### src/rtl/pat_scan_pkg.sv
// Shared types and defaults for the pattern-count coprocessor.
// Holds the FSM state encoding and the default memory map.
package pat_scan_pkg;

    typedef enum logic [2:0] {
        IDLE,
        LDPAT,
        SCAN,
        WR0,
        WR1,
        WR2,
        DONE
    } state_t;

    localparam int PAT_W         = 5;
    localparam int DEF_MSG_BYTES = 32;
    localparam int DEF_PAT_ADDR  = 32;
    localparam int DEF_RES_BASE  = 33;
    localparam int DEF_AW        = 8;

    function automatic logic [7:0] popcount8(input logic [7:0] v);
        logic [7:0] c;
        c = '0;
        for (int i = 0; i < 8; i++) begin
            c = c + {7'd0, v[i]};
        end
        return c;
    endfunction

endpackage

### src/rtl/pat_scan_engine_if.sv
// Request/completion handshake plus the data-memory port of the engine.
// The engine takes the slave view; the memory/CPU side takes the master view.
interface pat_scan_engine_if #(
    parameter int AW = 8
);
    logic          req;
    logic          done;
    logic [AW-1:0] mem_addr;
    logic [7:0]    mem_rdata;
    logic          mem_wen;
    logic [7:0]    mem_wdata;

    modport master (
        output req,
        input  done,
        input  mem_addr,
        output mem_rdata,
        input  mem_wen,
        input  mem_wdata
    );

    modport slave (
        input  req,
        output done,
        output mem_addr,
        input  mem_rdata,
        output mem_wen,
        output mem_wdata
    );
endinterface

### src/rtl/pat_window_cmp.sv
// Combinational 5-bit pattern comparator over a 12-bit window {prev nibble, byte}.
// Bit j of seq_match_o tests win_i[j+4:j]; the four cross-byte windows are masked on the first byte.
module pat_window_cmp
    import pat_scan_pkg::*;
(
    input  logic [11:0]      win_i,
    input  logic [PAT_W-1:0] pat_i,
    input  logic             first_i,
    output logic [7:0]       seq_match_o,
    output logic [3:0]       byte_match_o
);

    genvar gi;
    generate
        for (gi = 0; gi < 8; gi++) begin : g_win
            if (gi < 4) begin : g_in_byte
                assign seq_match_o[gi] = (win_i[gi+PAT_W-1:gi] == pat_i);
            end else begin : g_cross
                assign seq_match_o[gi] = (win_i[gi+PAT_W-1:gi] == pat_i) && !first_i;
            end
        end
    endgenerate

    assign byte_match_o = seq_match_o[3:0];

endmodule

### src/rtl/pat_scan_engine.sv
// Pattern-count coprocessor: loads a 5-bit pattern, scans the message bytes and
// writes ctb/cto/cts into data memory, then holds done until the next request.
module pat_scan_engine
    import pat_scan_pkg::*;
#(
    parameter int MSG_BYTES = DEF_MSG_BYTES,
    parameter int PAT_ADDR  = DEF_PAT_ADDR,
    parameter int RES_BASE  = DEF_RES_BASE,
    parameter int AW        = DEF_AW
)(
    input  logic             clk,
    input  logic             reset,
    pat_scan_engine_if.slave bus
);

    localparam logic [AW-1:0] PAT_A  = AW'(PAT_ADDR);
    localparam logic [AW-1:0] RES_A  = AW'(RES_BASE);
    localparam logic [AW-1:0] LAST_A = AW'(MSG_BYTES - 1);

    state_t           state_q;
    logic [PAT_W-1:0] pat_q;
    logic [3:0]       prev_q;
    logic [7:0]       ctb_q, cto_q, cts_q;
    logic [AW-1:0]    addr_q;
    logic             wen_q;
    logic [7:0]       wdata_q;
    logic             done_q;

    logic [7:0]       seq_match;
    logic [3:0]       byte_match;
    logic [7:0]       ctb_d, cto_d, cts_d;

    pat_window_cmp u_cmp (
        .win_i       ({prev_q, bus.mem_rdata}),
        .pat_i       (pat_q),
        .first_i     (addr_q == '0),
        .seq_match_o (seq_match),
        .byte_match_o(byte_match)
    );

    // Accumulator next values for the byte currently on mem_rdata.
    assign ctb_d = ctb_q + popcount8({4'b0000, byte_match});
    assign cto_d = cto_q + {7'd0, |byte_match};
    assign cts_d = cts_q + popcount8(seq_match);

    always_ff @(posedge clk or negedge reset) begin
        if (!reset) begin
            state_q <= IDLE;
            pat_q   <= '0;
            prev_q  <= '0;
            ctb_q   <= '0;
            cto_q   <= '0;
            cts_q   <= '0;
            addr_q  <= '0;
            wen_q   <= 1'b0;
            wdata_q <= '0;
            done_q  <= 1'b0;
        end else begin
            case (state_q)
                IDLE: begin
                    if (bus.req) begin
                        state_q <= LDPAT;
                        addr_q  <= PAT_A;
                    end
                end
                LDPAT: begin
                    pat_q   <= bus.mem_rdata[7:3];
                    prev_q  <= '0;
                    ctb_q   <= '0;
                    cto_q   <= '0;
                    cts_q   <= '0;
                    addr_q  <= '0;
                    state_q <= SCAN;
                end
                SCAN: begin
                    ctb_q  <= ctb_d;
                    cto_q  <= cto_d;
                    cts_q  <= cts_d;
                    prev_q <= bus.mem_rdata[3:0];
                    if (addr_q == LAST_A) begin
                        // The first write carries the count including the last byte.
                        state_q <= WR0;
                        wen_q   <= 1'b1;
                        addr_q  <= RES_A;
                        wdata_q <= ctb_d;
                    end else begin
                        addr_q <= addr_q + 1'b1;
                    end
                end
                WR0: begin
                    state_q <= WR1;
                    addr_q  <= RES_A + AW'(1);
                    wdata_q <= cto_q;
                end
                WR1: begin
                    state_q <= WR2;
                    addr_q  <= RES_A + AW'(2);
                    wdata_q <= cts_q;
                end
                WR2: begin
                    state_q <= DONE;
                    wen_q   <= 1'b0;
                    done_q  <= 1'b1;
                end
                DONE: begin
                    if (bus.req) begin
                        done_q  <= 1'b0;
                        state_q <= LDPAT;
                        addr_q  <= PAT_A;
                    end
                end
                default: state_q <= IDLE;
            endcase
        end
    end

    assign bus.done      = done_q;
    assign bus.mem_addr  = addr_q;
    assign bus.mem_wen   = wen_q;
    assign bus.mem_wdata = wdata_q;

endmodule
### src/flat_wrapper.sv
// flat-port wrapper written by rule: the top's interface ports become plain ports
module pat_scan_engine_flat import pat_scan_pkg::*;
#(
    parameter int MSG_BYTES = DEF_MSG_BYTES,
    parameter int PAT_ADDR  = DEF_PAT_ADDR,
    parameter int RES_BASE  = DEF_RES_BASE,
    parameter int AW        = DEF_AW
)
  (clk, reset, bus_req, bus_done, bus_mem_addr, bus_mem_rdata, bus_mem_wen, bus_mem_wdata);
  pat_scan_engine_if #(.AW(AW)) bus_i ();
  input  logic clk;
  input  logic reset;
  input wire logic [$bits(bus_i.req)-1:0] bus_req;
  output wire logic [$bits(bus_i.done)-1:0] bus_done;
  output wire logic [$bits(bus_i.mem_addr)-1:0] bus_mem_addr;
  input wire logic [$bits(bus_i.mem_rdata)-1:0] bus_mem_rdata;
  output wire logic [$bits(bus_i.mem_wen)-1:0] bus_mem_wen;
  output wire logic [$bits(bus_i.mem_wdata)-1:0] bus_mem_wdata;
  assign bus_i.req = bus_req;
  assign bus_done = bus_i.done;
  assign bus_mem_addr = bus_i.mem_addr;
  assign bus_i.mem_rdata = bus_mem_rdata;
  assign bus_mem_wen = bus_i.mem_wen;
  assign bus_mem_wdata = bus_i.mem_wdata;
  pat_scan_engine #(.MSG_BYTES(MSG_BYTES), .PAT_ADDR(PAT_ADDR), .RES_BASE(RES_BASE), .AW(AW)) u_core (.clk(clk), .reset(reset), .bus(bus_i));
endmodule
### config.mk
export PLATFORM = sky130hd
export DESIGN_NAME = pat_scan_engine_flat
export DESIGN_NICKNAME = d
export VERILOG_FILES = /design/src/rtl/pat_scan_pkg.sv /design/src/rtl/pat_scan_engine_if.sv /design/src/rtl/pat_window_cmp.sv /design/src/rtl/pat_scan_engine.sv /design/src/flat_wrapper.sv
export SDC_FILE = /design/constraint.sdc
export NUM_CORES = 1
export LEC_CHECK = 0
export ABC_CLOCK_PERIOD_IN_PS = 6500
export BUFFER_PORTS_ARGS = -buffer_cell sky130_fd_sc_hd__buf_2
export CAP_MARGIN = 20
export CORE_ASPECT_RATIO = 1.75
export CORE_UTILIZATION = 48
export DETAILED_ROUTE_END_ITERATION = 12
export GPL_TIMING_DRIVEN = 1
export PLACE_DENSITY = 0.78
export SYNTH_ARGS = -nofsm -noshare
export SYNTH_HDL_FRONTEND = slang
export SYNTH_HIERARCHICAL = 1
export SYNTH_SLANG_ARGS = --single-unit
### constraint.sdc
create_clock -name clk -period 6.5 [get_ports clk]
set_input_delay 0.65 -clock clk [delete_from_list [all_inputs] [get_ports clk]]
set_output_delay 0.65 -clock clk [all_outputs]
set_load 0.02 [all_outputs]
-- After elaboration in Yosys (flattened, before gate mapping)
Index checks and enable logic that the tools add are counted.
Widths: inputs -> output; s select.
- register bits after elaboration: 54
- bits of input ports: 11
- output and inout port bits: 18
- word-level logic and storage cells: 74
- add/sub/neg operators: 11
- equality and inequality tests: 18
- multiplexer cells: 16
- reductions and logical operators: 19
- operators by type and width (kind ; number):
    $add 8x1->8 ; 7
    $pmux 8 s2 ; 3
    $eq 5x5->1 ; 8
    $pmux 8 s5 ; 1
    $mux 8 ; 3
    $pmux 8 s3 ; 1
    $pmux 3 s6 ; 1
    $add 8x8->8 ; 2
    $reduce_and 2->1 ; 5
    $eq 3x3->1 const B ; 3
    $add 8x1->8 const B ; 1
    $eq 8x5->1 const B ; 1
    $logic_not 8->1 ; 1
    $pmux 4 s2 ; 1
    $eq 3x2->1 const B ; 2
    $mux 3 ; 2
    $reduce_bool 2->1 ; 3
    $reduce_bool 5->1 ; 1
    $logic_and 1x1->1 ; 4
    $ne 2x1->1 const B ; 2
    $pmux 1 s2 ; 2
    $reduce_or 4->1 ; 1
    $eq 3x1->1 const B ; 1
    $logic_not 3->1 ; 1
    6 further kinds ; 7

-- Depth between registers and ports, before layout
- depth after elaboration: 10
- depth in mapped cells: 17
- depth with buffers taken out: 16

-- Hierarchy
Netlist, hierarchy kept.
- modules (own cells, without submodules) (module ; times used ; cells each ; area an instance (µm²) ; sequential area each (µm²)):
    pat_scan_engine ; 1 ; 350 ; 3253.1 ; 1351.3
    pat_window_cmp ; 1 ; 70 ; 553.0 ; 0.0

-- Least setup slack after synthesis
OpenSTA, ideal clock, no wires.
- path type: input to register
- start point: input bus_mem_rdata[4]
- end point: register u_core.cts_q[6]
- library setup time: 0.124 ns
- arrival: 4.193 ns
- data required time: 6.376 ns
- path slack: 2.183 ns
- stages on the path: 16
- path buffers: 2
- path through: buf_6 > xnor2_1 > nand3_1 > nor3_1 > buf_4 > fa_1 > inv_1 > fa_1 > fa_1 > fa_1 > fa_1 > nor2b_1 > o21ai_0 > a21oi_2 > nand3_1 > mux2i_1
- word-level cells in the longest chain between the ends: 10
- elaborated cells between the ends (all ways): 15
- those cells by class: 8 x add/sub; 5 x eq/ne; 1 x mux; 1 x reduce/logical
- RTL lines (what ; RTL line ; source):
    start, declared ; flat_wrapper.sv:16 ; input wire logic [$bits(bus_i.mem_rdata)-1:0] bus_mem_rdata;
    $eq 5x5->1 ; pat_window_cmp.sv:17 ; assign seq_match_o[gi] = (win_i[gi+PAT_W-1:gi] == pat_i);
    via u_core.byte_match[0] ; pat_scan_engine.sv:30 ; logic [3:0] byte_match;
    $add 1x1->2 ; pat_scan_pkg.sv:25 ; c = c + {7'd0, v[i]};
    $add 8x1->8 (6 in series) ; pat_scan_pkg.sv:25 ;
    $add 8x8->8 ; pat_scan_engine.sv:44 ; assign cts_d = cts_q + popcount8(seq_match);
    $pmux 8 s2 ; pat_scan_engine.sv:59 ; case (state_q)
    end signal, assigned ; pat_scan_engine.sv:78 ; cts_q <= cts_d;
    end, declared ; pat_scan_engine.sv:23 ; logic [7:0] ctb_q, cto_q, cts_q;
The timed path passes the listed nets, and every way through them passes these cells.
A chain may end at the register's enable or synchronous reset.

-- Final worst setup path
- start point: register u_core.addr_q[0], in the netlist u_core/bus.mem_addr[0]
- end point: register u_core.cts_q[6]
- elaborated cells between the ends (all ways): 12
- those cells by class: 5 x add/sub; 1 x mux; 6 x reduce/logical
- RTL lines (what ; RTL line ; source):
    start, declared ; pat_scan_engine.sv:24 ; logic [AW-1:0] addr_q;
    start signal, assigned ; pat_scan_engine.sv:87 ; addr_q <= addr_q + 1'b1;
    start signal, assigned ; pat_scan_engine.sv:92 ; addr_q <= RES_A + AW'(1);
    start signal, assigned ; pat_scan_engine.sv:97 ; addr_q <= RES_A + AW'(2);
    $logic_not 8->1 ; pat_scan_engine.sv:36 ; .first_i (addr_q == '0),
    $logic_not 1->1 ; pat_window_cmp.sv:19 ; assign seq_match_o[gi] = (win_i[gi+PAT_W-1:gi] == pat_i) && !first_i;
    $logic_and 1x1->1 ; pat_window_cmp.sv:19 ;
    via u_core.seq_match[7] ; pat_scan_engine.sv:29 ; logic [7:0] seq_match;
    $add 8x1->8 ; pat_scan_pkg.sv:25 ;
    $add 8x8->8 ; pat_scan_engine.sv:44 ;
    $pmux 8 s2 ; pat_scan_engine.sv:59 ;
The timed path passes the listed nets, and every way through them passes these cells.

==> summary.txt <==
Global routing
  – Largest net degree at the start of global routing: 55
  – Initial antenna violation count: 0
  – Vias in the first global route: approximately 3100
  – First-pass GRT wire length: 14.9 mm
  – All-Layer GR Usage: 22.6%
  – Gr ovfl total: 0

Floorplan
  – Starting Density: 50.0%
  – Rows: 42
  – Core Region: 7620 sq um
  – Top Ports: 29
  – Die X-Extent: a little under 70 um
  – Full die area: 8300 sq um
  – Die height: around 120 um

STA
  – Relative max-transition margin: between 40% and 50%
  – Peak Freq: ~220 MHz
  – Final worst slack: 1.89 ns
  – Final Hold Fails: 0
  – Clk_skew: roughly 0.0077 ns
  – Minimum clock period: 4.61 ns
  – Slew Viols, Final: 0
  – Fin crit share: 71.0%
  – Setup TNS: 0 ns
  – Min Hold Slack: 0.470 ns
  – Worst-margin pin slew: 0.851 ns
  – # setup viols final: 0
  – RSZ-0062 raised after global routing: false

Pwr
  – Switching Fraction: between 40% and 50%
  – PwrDens: 429 nW/um^2
  – P_sw: 0.000781 W
  – Gate power share: 47.2%
  – Peak VDD IR: 0.260 mV
  – P_int: between 0.0009 and 0.001 W
  – LEAKAGE: around 1.8 nW
  – Clock power frac: 16.9%
  – Reg power frac: 35.9%

Cells and area
  – Final #Nets: between 400 and 500
  – Fraction of final layout cells sized beyond drive strength 1: about an eighth
  – Area Growth Syn to Fin: 5.26%
  – N_diodes: 0

Clock tree
  – CTS tree: done
  – Worst-path clk slew: 0.07 ns
  – Clk buf depth: 2
  – Setup bufs post-CTS: 0
  – Hold buffers post-CTS: 0
  – Clk root buf: clkbuf_16
  – H-Tree Depth: 2
  – CTS-repair resized insts: 0
  – CTS Buf Count: 5
  – Worst-Skew Late Latency: around 0.3 ns
  – CTS Sinks: 54

Setup path
  – Required time of the critical path: 6.68 ns
  – CP Capture Point: u_core/cts_q[6]
  – CP Launch Type: flip-flop
  – WS Path Type: flip-flop to flip-flop
  – CP Max Fanout: 7
  – Reg2reg end: u_core/cts_q[6]
  – FF-to-FF setup slack: 1.89 ns
  – Crit end category: flip-flop
  – Worst setup path start: u_core/bus.mem_addr[0]
  – Crit path DAT: 4.80 ns
  – FF-to-FF Start: u_core/bus.mem_addr[0]
  – Reg2reg path depth: 15

Run
  – Number of max-cap violations: 0

Routing
  – Final ANT Viol Nets: 0
  – Initial DRC Count: 246
  – Vias per cell: 5.85
  – WL/cell: 16.8 um
  – Via count: 3007
  – DRT Pass-1 Iters: 4
  – Routed wire length: approximately 8.6 mm
  – # DRC: 0

Min path
  – HP Class: primary input to asynchronous set/reset pin

Synthesis
  – Syn Inst Count: 420
  – Mean Syn Cell Area: 9.06 sq um
  – Synth Register Bits: 54
  – Post-synth EDFFs: 0
  – Netlist cell types: 55
  – Seq/Total Area, Yosys: 35.5%
  – Post-synth net total: 450
  – Ys Warns: 6
  – Post-synthesis cell area: 3810 sq um
  – Synth Flop Type: dfrtp_1
  – Share of async-settable or async-resettable flops after synthesis: 100%

Placed design
  – GP Congestion: 0.941
  – HPWL after DPL: 6.44 mm
  – Port buffer count: 28
  – Dpl ws: 1.86 ns

Run status
  – Run status: completed
cells in the final DEF (no fill, tap or decap), types with 2 or more instances in the layout:
| cell type | Yosys | routed |
|---|---|---|
| nand4_1 | 9 | 9 |
| dfrtp_1 | 54 | 54 |
| nand2b_4 | 2 | 2 |
| a21o_1 | 2 | 2 |
| nand3b_1 | 2 | 2 |
| ha_1 | 11 | 11 |
| nor2_1 | 23 | 23 |
| a211oi_1 | 2 | 2 |
| and3_1 | 3 | 3 |
| a21oi_1 | 13 | 13 |
| o211ai_1 | 3 | 3 |
| buf_2 | 11 | 28 |
| xnor2_1 | 32 | 32 |
| clkbuf_8 | 0 | 2 |
| o21ai_0 | 31 | 31 |
| nand2_1 | 54 | 54 |
| o31ai_1 | 4 | 4 |
| buf_4 | 4 | 2 |
| nand3_1 | 15 | 15 |
| a22oi_1 | 5 | 5 |
| nor2b_1 | 4 | 4 |
| o32ai_1 | 2 | 2 |
| or2_2 | 3 | 3 |
| nand2b_1 | 2 | 2 |
| fa_1 | 8 | 8 |
| nor3_1 | 10 | 10 |
| a31oi_1 | 8 | 8 |
| mux2i_1 | 7 | 7 |
| and2_1 | 4 | 4 |
| xor2_1 | 19 | 19 |
| a22o_1 | 11 | 11 |
| clkbuf_16 | 0 | 5 |
| o22ai_1 | 2 | 2 |
| inv_1 | 23 | 23 |
cell families after synthesis:
kind of cell               synth area share (%)
muxes                                      2.14
AOI/OAI and AO/OA                          15.7
buffers and inverters                      8.22
adders and majority gates                  7.82
DFF                                        35.5
xor gates and xnor gates                   11.7
and+or+nand+nor                            18.9
cells in the mapped netlist, types with 2 or more instances:
| cell type | n | share of area (%) |
|---|---|---|
| a211oi_1 | 2 | 0.39 |
| a21o_1 | 2 | 0.39 |
| a21oi_1 | 13 | 1.7 |
| a22o_1 | 11 | 2.5 |
| a22oi_1 | 5 | 0.99 |
| a31oi_1 | 8 | 1.3 |
| and2_1 | 4 | 0.66 |
| and3_1 | 3 | 0.49 |
| buf_2 | 11 | 1.4 |
| buf_4 | 4 | 0.79 |
| buf_6 | 10 | 3.0 |
| clkbuf_1 | 5 | 0.49 |
| clkbuf_2 | 2 | 0.26 |
| dfrtp_1 | 54 | 36 |
| fa_1 | 8 | 4.2 |
| ha_1 | 11 | 3.6 |
| inv_1 | 23 | 2.3 |
| mux2i_1 | 7 | 1.8 |
| nand2_1 | 54 | 5.3 |
| nand2b_1 | 2 | 0.33 |
| nand2b_4 | 2 | 0.72 |
| nand3_1 | 15 | 2.0 |
| nand3b_1 | 2 | 0.39 |
| nand4_1 | 9 | 1.5 |
| nor2_1 | 23 | 2.3 |
| nor2b_1 | 4 | 0.66 |
| nor3_1 | 10 | 1.3 |
| o211ai_1 | 3 | 0.59 |
| o21ai_0 | 31 | 4.1 |
| o22ai_1 | 2 | 0.33 |
| o31ai_1 | 4 | 0.79 |
| o32ai_1 | 2 | 0.46 |
| or2_2 | 3 | 0.49 |
| xnor2_1 | 32 | 7.4 |
| xor2_1 | 19 | 4.4 |
stage by stage:
step	utilization (%)	power, W	cells	cell area (sq um)
detailed placement	50.5	0.00143	506	3840
global route	52.6	0.00185	514	4010
CTS	52.6	0.00172	514	4010
global placement	50.5	0.00139	506	3840
floorplan	-	0.00127	420	3810
finish	52.6	0.00172	514	4010
flip-flops by register name (all words and copies together) (netlist names):
| name | flops |
|---|---|
| u_core/bus.mem_wdata | 8 |
| u_core/bus.mem_wen | 1 |
| u_core/prev_q | 4 |
| u_core/ctb_q | 8 |
| u_core/pat_q | 5 |
| u_core/cts_q | 8 |
| u_core/state_q | 3 |
| u_core/bus.done | 1 |
| u_core/cto_q | 8 |
| u_core/bus.mem_addr | 8 |
worst min-delay path by stage:
stage | slack [ns] | depth (start not counted) | from | end
after detailed placement | 0.48 | 1 | u_core/cts_q[7] | u_core/cts_q[7]
after floorplan | 0.35 | 0 | reset | u_core/bus.done
after CTS | 0.49 | 1 | u_core/cts_q[7] | u_core/cts_q[7]
after global routing | 0.50 | 1 | u_core/cto_q[7] | u_core/cto_q[7]
after global placement | 0.47 | 1 | u_core/cts_q[7] | u_core/cts_q[7]
final | 0.47 | 2 | reset | u_core/bus.done
critical path: stages, from the launching register on:
cell	delay (ns)
dfrtp_1	0.45
inv_1	0.09
ha_1	0.15
or4b_2	0.58
nor4_1	0.62
nor3_1	0.13
inv_1	0.11
fa_1	0.43
fa_1	0.45
fa_1	0.41
fa_1	0.42
nor2b_1	0.12
o21ai_0	0.11
a21oi_2	0.19
nand3_1	0.11
mux2i_1	0.12
final cells by class:
cell class              instances  area, sq um
fillers                       705         3610
multi-input cells             311         2140
flip-flops and latches         54         1350
repair buffers                 30          155
clock buffers                   7          153
well taps                      88          110
inverters                      23         86.3
clock inverters                 1         8.76
layer usage:
metal  track usage (%)  share of wire, %
met5                 0                 0
met4              9.95               2.5
met3              3.36               3.4
met2              43.0                56
met1              24.1                38
power by group through the flow:
stage | logic, W | clock network, W | registers, W
finish | 0.000810 | 0.000290 | 0.000617
global route | 0.000904 | 0.000308 | 0.000636
CTS | 0.000810 | 0.000299 | 0.000614
detailed placement | 0.000806 | 0 | 0.000621
global placement | 0.000778 | 0 | 0.000615
floorplan | 0.000724 | 0 | 0.000551
(Power assumes the default switching activity.)
